==> config.mk <==
export PLATFORM = sky130hd
export DESIGN_NAME = present_key_schedule_flat
export DESIGN_NICKNAME = d
export VERILOG_FILES = /design/src/rtl/present_key_schedule_if.sv /design/src/rtl/present_key_schedule.sv /design/src/flat_wrapper.sv
export SDC_FILE = /design/constraint.sdc
export NUM_CORES = 1
export LEC_CHECK = 0
export CAP_MARGIN = 5
export CORE_ASPECT_RATIO = 1.25
export CORE_MARGIN = 2
export CORE_UTILIZATION = 47
export DETAILED_ROUTE_END_ITERATION = 6
export HOLD_SLACK_MARGIN = 0.02
export PLACE_DENSITY = 0.81
export SLEW_MARGIN = 5
export SYNTH_ARGS = -nofsm -noshare
export SYNTH_HDL_FRONTEND = slang
export SYNTH_SLANG_ARGS = --single-unit
==> constraint.sdc <==
create_clock -name clk -period 2 [get_ports clk]
set_clock_uncertainty 0.15 [all_clocks]
set_input_delay 0.5 -clock clk [delete_from_list [all_inputs] [get_ports clk]]
set_output_delay 0.5 -clock clk [all_outputs]
set_load 0.01 [all_outputs]
==> src/rtl/present_key_schedule_if.sv <==
// Handshake bundle between the PRESENT-80 key schedule and whoever loads keys / consumes round keys.
interface present_key_schedule_if;
  logic        load;
  logic [79:0] key_in;
  logic        rk_ready;
  logic [63:0] round_key;
  logic        rk_valid;
  logic [5:0]  round_idx;
  logic        busy;
  logic        done;

  modport master (
    output load, key_in, rk_ready,
    input  round_key, rk_valid, round_idx, busy, done
  );

  modport slave (
    input  load, key_in, rk_ready,
    output round_key, rk_valid, round_idx, busy, done
  );
endinterface

==> src/rtl/present_key_schedule.sv <==
// Sequential PRESENT-80 key schedule: loads an 80-bit key and hands out RK1..RK(ROUNDS)
// one per valid/ready transfer, applying the key-layer S-box on each register update.
module present_key_sbox (
  input  logic [3:0] din,
  output logic [3:0] dout
);
  always_comb begin
    case (din)
      4'h0: dout = 4'hC;
      4'h1: dout = 4'h5;
      4'h2: dout = 4'h6;
      4'h3: dout = 4'hB;
      4'h4: dout = 4'h9;
      4'h5: dout = 4'h0;
      4'h6: dout = 4'hA;
      4'h7: dout = 4'hD;
      4'h8: dout = 4'h3;
      4'h9: dout = 4'hE;
      4'hA: dout = 4'hF;
      4'hB: dout = 4'h8;
      4'hC: dout = 4'h4;
      4'hD: dout = 4'h7;
      4'hE: dout = 4'h1;
      default: dout = 4'h2;
    endcase
  end
endmodule

module present_key_schedule #(
  parameter int ROUNDS = 32
) (
  input  logic                   clk,
  input  logic                   rst_n,
  present_key_schedule_if.slave  ks
);
  localparam logic [5:0] LAST_IDX = 6'(ROUNDS);

  typedef enum logic {IDLE, ACTIVE} state_t;

  state_t      state_q, state_d;
  logic [79:0] key_q, key_d;
  logic [5:0]  idx_q, idx_d;
  logic        done_q, done_d;

  logic [79:0] rot;
  logic [3:0]  sbox_out;
  logic [79:0] key_next;

  // Rotate left by 61, substitute the top nibble, then fold the consumed index into bits 19:15.
  assign rot = {key_q[18:0], key_q[79:19]};

  present_key_sbox u_sbox (
    .din  (rot[79:76]),
    .dout (sbox_out)
  );

  assign key_next = {sbox_out, rot[75:20], rot[19:15] ^ idx_q[4:0], rot[14:0]};

  always_comb begin
    state_d = state_q;
    key_d   = key_q;
    idx_d   = idx_q;
    done_d  = 1'b0;
    case (state_q)
      IDLE: begin
        if (ks.load) begin
          key_d   = ks.key_in;
          idx_d   = 6'd1;
          state_d = ACTIVE;
        end
      end
      default: begin
        if (ks.rk_ready) begin
          if (idx_q == LAST_IDX) begin
            state_d = IDLE;
            idx_d   = 6'd0;
            done_d  = 1'b1;
          end else begin
            key_d = key_next;
            idx_d = idx_q + 6'd1;
          end
        end
      end
    endcase
  end

  always_ff @(posedge clk or negedge rst_n) begin
    if (!rst_n) begin
      state_q <= IDLE;
      key_q   <= '0;
      idx_q   <= '0;
      done_q  <= 1'b0;
    end else begin
      state_q <= state_d;
      key_q   <= key_d;
      idx_q   <= idx_d;
      done_q  <= done_d;
    end
  end

  assign ks.round_key = key_q[79:16];
  assign ks.rk_valid  = (state_q == ACTIVE);
  assign ks.busy      = (state_q == ACTIVE);
  assign ks.round_idx = idx_q;
  assign ks.done      = done_q;
endmodule

==> src/flat_wrapper.sv <==
// flat-port wrapper written by rule: the top's interface ports become plain ports
module present_key_schedule_flat 
#(
  parameter int ROUNDS = 32
)
  (clk, rst_n, ks_load, ks_key_in, ks_rk_ready, ks_round_key, ks_rk_valid, ks_round_idx, ks_busy, ks_done);
  present_key_schedule_if ks_i ();
  input  logic clk;
  input  logic rst_n;
  input wire logic [$bits(ks_i.load)-1:0] ks_load;
  input wire logic [$bits(ks_i.key_in)-1:0] ks_key_in;
  input wire logic [$bits(ks_i.rk_ready)-1:0] ks_rk_ready;
  output wire logic [$bits(ks_i.round_key)-1:0] ks_round_key;
  output wire logic [$bits(ks_i.rk_valid)-1:0] ks_rk_valid;
  output wire logic [$bits(ks_i.round_idx)-1:0] ks_round_idx;
  output wire logic [$bits(ks_i.busy)-1:0] ks_busy;
  output wire logic [$bits(ks_i.done)-1:0] ks_done;
  assign ks_i.load = ks_load;
  assign ks_i.key_in = ks_key_in;
  assign ks_i.rk_ready = ks_rk_ready;
  assign ks_round_key = ks_i.round_key;
  assign ks_rk_valid = ks_i.rk_valid;
  assign ks_round_idx = ks_i.round_idx;
  assign ks_busy = ks_i.busy;
  assign ks_done = ks_i.done;
  present_key_schedule #(.ROUNDS(ROUNDS)) u_core (.clk(clk), .rst_n(rst_n), .ks(ks_i));
endmodule
* Word-level counts from Yosys, hierarchy flattened
Memory sizes are Yosys's and may differ from the RTL's.
Cells that the tools add are included.
** Storage, ports and cells
- Register bits after elaboration :: 88
- Latch bits :: 0
- Bits in writable memories :: 0
- ROM bits :: 64
- Input bits :: 84
- Output and inout bits :: 73
- Memories :: 1
** Cells by class
- Add/sub/neg operators :: 1
- Multipliers :: 0
- Div/mod/pow operators :: 0
- Order comparisons :: 0
- Equal/unequal tests :: 3
- Shift operators :: 0
- Mux-type cells :: 15
- Bitwise gates (word level) :: 1
- Reduce and logical (&&, ||, !) cells :: 3
** Memories
- (no name shown) :: words 16, bits a word 4, read ports 1, clocked after Yosys merged registers in 0, wr ports 0, RTL line present_key_schedule.sv:8 : case (din)
** Operators by type and width (number)
- 2-to-1 mux 80 bit :: 4
- 2-to-1 mux 6 bit :: 4
- 2-to-1 mux 1 bit :: 7
- adder 6 x 1 -> 6 bit, second input constant :: 1
- == test 6 bit, second input constant :: 1
- XOR 5 bit :: 1
- != test 2 bit, second input constant :: 2
- AND reduction 3 bit :: 1
- AND reduction 2 bit :: 1
- nonzero test 2 bit :: 1

* Logic depth before layout (Yosys ltp)
- Depth in word-level cells :: 4
- Depth in mapped cells :: 9
- Gate-level depth less buffers :: 6

* Cells and area by module
From an unflattened synthesis, not the netlist that was laid out.
** Second synthesis, totals
- Cell total of the unflattened synthesis :: 391
- Area, all modules :: 5054.8 um2
** Modules (own cells, without submodules)
- present_key_schedule :: instances 1, cells an instance 373, area each 4869.7 um2
- present_key_sbox :: instances 1, cells an instance 18, area each 185.2 um2

* Least setup slack after synthesis
OpenSTA, ideal clock, no wires.
- Path kind :: register to register
- Start :: reg u_core.idx_q[4] (netlist: u_core.ks.round_idx[4])
- End :: reg u_core.key_q[37]
- Arrival time :: 1.605 ns
- Required time :: 1.729 ns
- Path slack :: 0.124 ns
- Cell stages (with the launch flop) :: 8
- Path buffers :: 3
- Period minus slack after synthesis :: 1.876 ns
- Cells stage by stage :: dfrtp_1 -> or3_4 -> o21ai_2 -> and2_1 -> buf_4 -> buf_8 -> buf_8 -> o21ai_1
** Between the ends
- Longest elaborated chain between the ends :: 3
** RTL lines
- start, declared :: RTL line present_key_schedule.sv:42 : logic [5:0] idx_q, idx_d;
- start signal, assigned :: RTL line present_key_schedule.sv:96 : idx_q <= idx_d;
- == test 6 bit :: RTL line present_key_schedule.sv:74 : if (idx_q == LAST_IDX) begin
- != test 2 bit (no source line)
- AND reduction 3 bit (no source line)
- end signal, assigned :: RTL line present_key_schedule.sv:95 : key_q <= key_d;
- end, declared :: RTL line present_key_schedule.sv:41 : logic [79:0] key_q, key_d;
No other way between the ends.
A chain may end at the register's enable or synchronous reset.

* Final worst setup path
- Start :: reg u_core.key_q[42]
- End :: out ks_round_key[26]
** RTL lines
- end, declared :: RTL line flat_wrapper.sv:13 : output wire logic [$bits(ks_i.round_key)-1:0] ks_round_key;
No word-level cell between the ends.

==> qor.json <==
{
  "vdd.ir_drop.worst": {"value": 0.609, "unit": "mV"},
  "worst_slew_pin_slew": {"value": 0.431, "unit": "ns"},
  "synth_largest_area_cell": {"value": "dfrtp_1"},
  "timing.critical_path.slowest_cell_delay": {"value": 0.56, "unit": "ns"},
  "final_setup_slack_of_the_worst_path": {"value": 0.0353, "unit": "ns"},
  "setup_repair_after_global_routing_missed_its_margin": {"value": "no"},
  "mean_instance_size_in_the_synthesized_netlist": {"value": 9.80, "unit": "µm²"},
  "critPathBufInv": {"value": 1},
  "globalRouteOverflowTotal": {"value": 0},
  "pin_count": {"value": 157},
  "criticalPathCategory": {"value": "reg2out"},
  "crit_path_max_fanout": {"value": 3},
  "synth.distinct_cells": {"value": 36},
  "min_period": {"value": 1.96, "unit": "ns"},
  "clock_latency": {"value": 0.34, "unit": "ns"},
  "cp_slowest_cell": {"value": "clkdlybuf4s50_1"},
  "area_delta_synth_final": {"value": 35.4, "unit": "%"},
  "muxShareOfSynthArea": {"value": 14.6, "unit": "%"},
  "pwr_density_cell": {"value": 1050, "unit": "nW/µm²"},
  "cp_data_arrival_time": {"value": 1.31, "unit": "ns"},
  "async_set_reset_flop_share_out_of_synthesis": {"value": 100, "unit": "%"},
  "synthesis.area": {"value": 4940, "unit": "µm²"},
  "synth-adder-area-share": {"value": 1.77, "unit": "%"},
  "fp.dieArea": {"value": 11400, "unit": "µm²"},
  "synth_top_area_cells": {"value": "dfrtp_1, mux2i_1, buf_4, nand3_1, o21ai_0"},
  "finalHoldViolations": {"value": 0},
  "htree_levels": {"value": 3},
  "number_of_remaining_drc_errors": {"value": 0},
  "worst_hold_slack": {"value": 0.357, "unit": "ns"},
  "design.final.nets": {"value": 690},
  "synthesized_net_count": {"value": 595},
  "compound_gate_fraction_of_synth_area": {"value": 12.4, "unit": "%"},
  "max_slew_margin": {"value": 71.3, "unit": "%"},
  "via_per_inst": {"value": 5.57},
  "cts-root-to-sink-buffers": {"value": 2},
  "dpl_worst_slack": {"value": -0.160, "unit": "ns"},
  "placeableCoreArea": {"value": 10200, "unit": "µm²"},
  "sequentialPowerShare": {"value": 37.0, "unit": "%"},
  "p_comb_share": {"value": 32.5, "unit": "%"},
  "power.internal": {"value": 4.95, "unit": "mW"},
  "synth_top_family_by_area": {"value": "multiplexers"},
  "power_switching_share": {"value": 29.7, "unit": "%"},
  "stdcell_count": {"value": 733},
  "floorplan.initialDensity": {"value": 48.6, "unit": "%"},
  "chipHeight": {"value": 119, "unit": "µm"},
  "path_cells": {"value": "clkdlybuf4s50_1"},
  "post_synth_and_or_nand_nor_area_fraction": {"value": 11.3, "unit": "%"},
  "synth_top_area_share": {"value": 44.6, "unit": "%"},
  "seq_area_frac_synth": {"value": 44.6, "unit": "%"},
  "utilization": {"value": 65.8, "unit": "%"},
  "cts_made_buffers": {"value": 9},
  "grtUsageTotal": {"value": 23.9, "unit": "%"},
  "ys_warns": {"value": 0},
  "finalInstanceArea": {"value": 6690, "unit": "µm²"},
  "yosys_register_bits": {"value": 88},
  "cts.clk_slew.worst_paths": {"value": 0.06, "unit": "ns"},
  "setup_total_negative_slack": {"value": 0, "unit": "ns"},
  "num_antenna_cells": {"value": 0},
  "ys.flop_type": {"value": "dfrtp_1"},
  "core.rowCount": {"value": 41},
  "design_power_total": {"value": 7.04, "unit": "mW"},
  "ant_nets": {"value": 0},
  "detail_route.first_pass.iterations": {"value": 4},
  "tritoncts": {"value": "built"},
  "dr_total_vias": {"value": 4085},
  "min_path_type": {"value": "reg2reg"},
  "timing.final.crit_share": {"value": 98.2, "unit": "%"},
  "yosys-top-cells-count": {"value": "dfrtp_1, nand3_1, o21ai_0"},
  "finalSetupViolations": {"value": 0},
  "critical_path.startpoint_type": {"value": "register"},
  "clock-root-buffer": {"value": "clkbuf_16"},
  "place_congestion": {"value": 0.920},
  "clock_power_share": {"value": 30.5, "unit": "%"},
  "maxSlewViolCount": {"value": 0},
  "edff_count_synth": {"value": 0},
  "post-dp-hpwl": {"value": 9300, "unit": "µm"},
  "run_status": {"value": "finished, final reports clean"},
  "clock-sinks": {"value": 88},
  "crit_family": {"value": "buffers and inverters"},
  "leakagePower": {"value": 3.31, "unit": "nW"},
  "post_drt_wl_per_cell": {"value": 17.8, "unit": "µm"},
  "die_w": {"value": 95.7, "unit": "µm"},
  "grt_start_max_net_pins": {"value": 47},
  "yosys.cell_count.top_type": {"value": "dfrtp_1"},
  "routed_wl": {"value": 13000, "unit": "µm"},
  "net-switching-power": {"value": 2.09, "unit": "mW"},
  "max-cap-violations": {"value": 0},
  "number_of_antenna_violations_at_the_first_check_in_global_routing": {"value": 0},
  "synthesis.instances": {"value": 504},
  "dpl.cell_count": {"value": 714},
  "max_clock_freq": {"value": 509, "unit": "MHz"},
  "drt-initial-drc-count": {"value": 290},
  "timing.critical_path.to_type": {"value": "output pin"},
  "endpoint_required_time_on_the_critical_path": {"value": 1.35, "unit": "ns"},
  "grt_pass1_wl": {"value": 21100, "unit": "µm"},
  "placement.cell_area": {"value": 6270, "unit": "µm²"},
  "placement.io_buffers": {"value": 156},
  "fraction_of_layout_cells_with_a_size_suffix_above_1": {"value": 9.77, "unit": "%"},
  "first_global_vias": {"value": 4254},
  "synth-xor-area-share": {"value": 1.06, "unit": "%"}
}
==> final timing paths <==
| check | depth (start not counted) | from | to | slack, ns |
|---|---|---|---|---|
| worst min register to register | 2 | u_core.key_q[4] | u_core.key_q[4] | 0.36 |
| max in group asynchronous | 3 | rst_n | u_core.key_q[8] | 0.70 |
| worst max-delay path | 1 | u_core.key_q[42] | ks_round_key[26] | 0.04 |
| min in group asynchronous | 2 | rst_n | u_core.key_q[71] | 0.46 |
| worst min-delay path | 2 | u_core.key_q[4] | u_core.key_q[4] | 0.36 |
| worst max register to register | 5 | u_core.ks.round_idx[4] | u_core.key_q[23] | 0.13 |
==> cells in the final DEF (no fill, tap or decap), types with 2 or more instances in the layout <==
cell type / Yosys / final
buf_12: 0 / 5
a211oi_1: 3 / 3
clkdlybuf4s50_1: 0 / 145
nand3_1: 79 / 79
nor3b_1: 2 / 2
a221oi_1: 2 / 2
o21ai_2: 7 / 6
mux2i_1: 72 / 72
dfrtp_1: 88 / 86
dlygate4sd2_1: 0 / 7
nand2_1: 8 / 8
bufinv_16: 0 / 5
o21ai_0: 74 / 74
o21ai_1: 4 / 4
a21o_1: 2 / 2
buf_4: 67 / 25
and3_1: 2 / 2
a21oi_1: 7 / 7
dlymetal6s2s_1: 0 / 3
xnor2_1: 6 / 6
nor2_1: 14 / 14
clkbuf_16: 0 / 9
o31ai_1: 2 / 2
inv_1: 7 / 7
ha_1: 7 / 7
nand2b_1: 3 / 2
==> final cells by class <==
class                           instances  area [µm²]
Inverter                                7        26.3
Clock buffer                           10         229
Clock inverter                          6         155
Sequential cell                        88        2210
Timing Repair Buffer                  187        1860
Fill cell                             791        3470
Multi-Input combinational cell        306        2050
Tap cell                              129         161
==> metal layers <==
metal / vias to the layer above / routed length (µm) / track usage [%]
met5: - / 0 / 0
met4: 0 / 476 / 11.4
met3: 38 / 588 / 4.27
met2: 147 / 6760 / 40.1
met1: 1997 / 5200 / 29.0
li1: 1903 / - / -
==> registers in the layout, indices dropped and copies added, names as in the netlist <==
register and count:
u_core.key_q 80, u_core.ks.busy 1, u_core.ks.done 1, u_core.ks.round_idx 6
==> power by group through the flow <==
stage	clock network [mW]	logic, mW	registers (mW)
after global placement	0	2.21	2.61
after floorplan	0	1.48	2.53
after detailed placement	0	2.30	2.62
after CTS	2.18	2.29	2.60
final	2.15	2.29	2.60
after global routing	2.25	2.50	2.66
==> repair_timing <==
action	in CTS	in global routing
pin swaps	0	0
buffers inserted	0	2
endpoints found under the hold margin	22	0
setup endpoints to repair	7	5
hold buffers	1	0
gates resized for setup	8	4
==> cells by family (layout without fill, tap and decap cells) <==
group	Yosys count	in the layout
and+or+nand+nor	113	113
buffers and inverters	110	210
AOI/OAI and AO/OA	108	108
DFF	88	88
muxes	72	72
adders and majority gates	7	7
xor gates and xnor gates	6	6
Power figures use the tool's default switching activity.
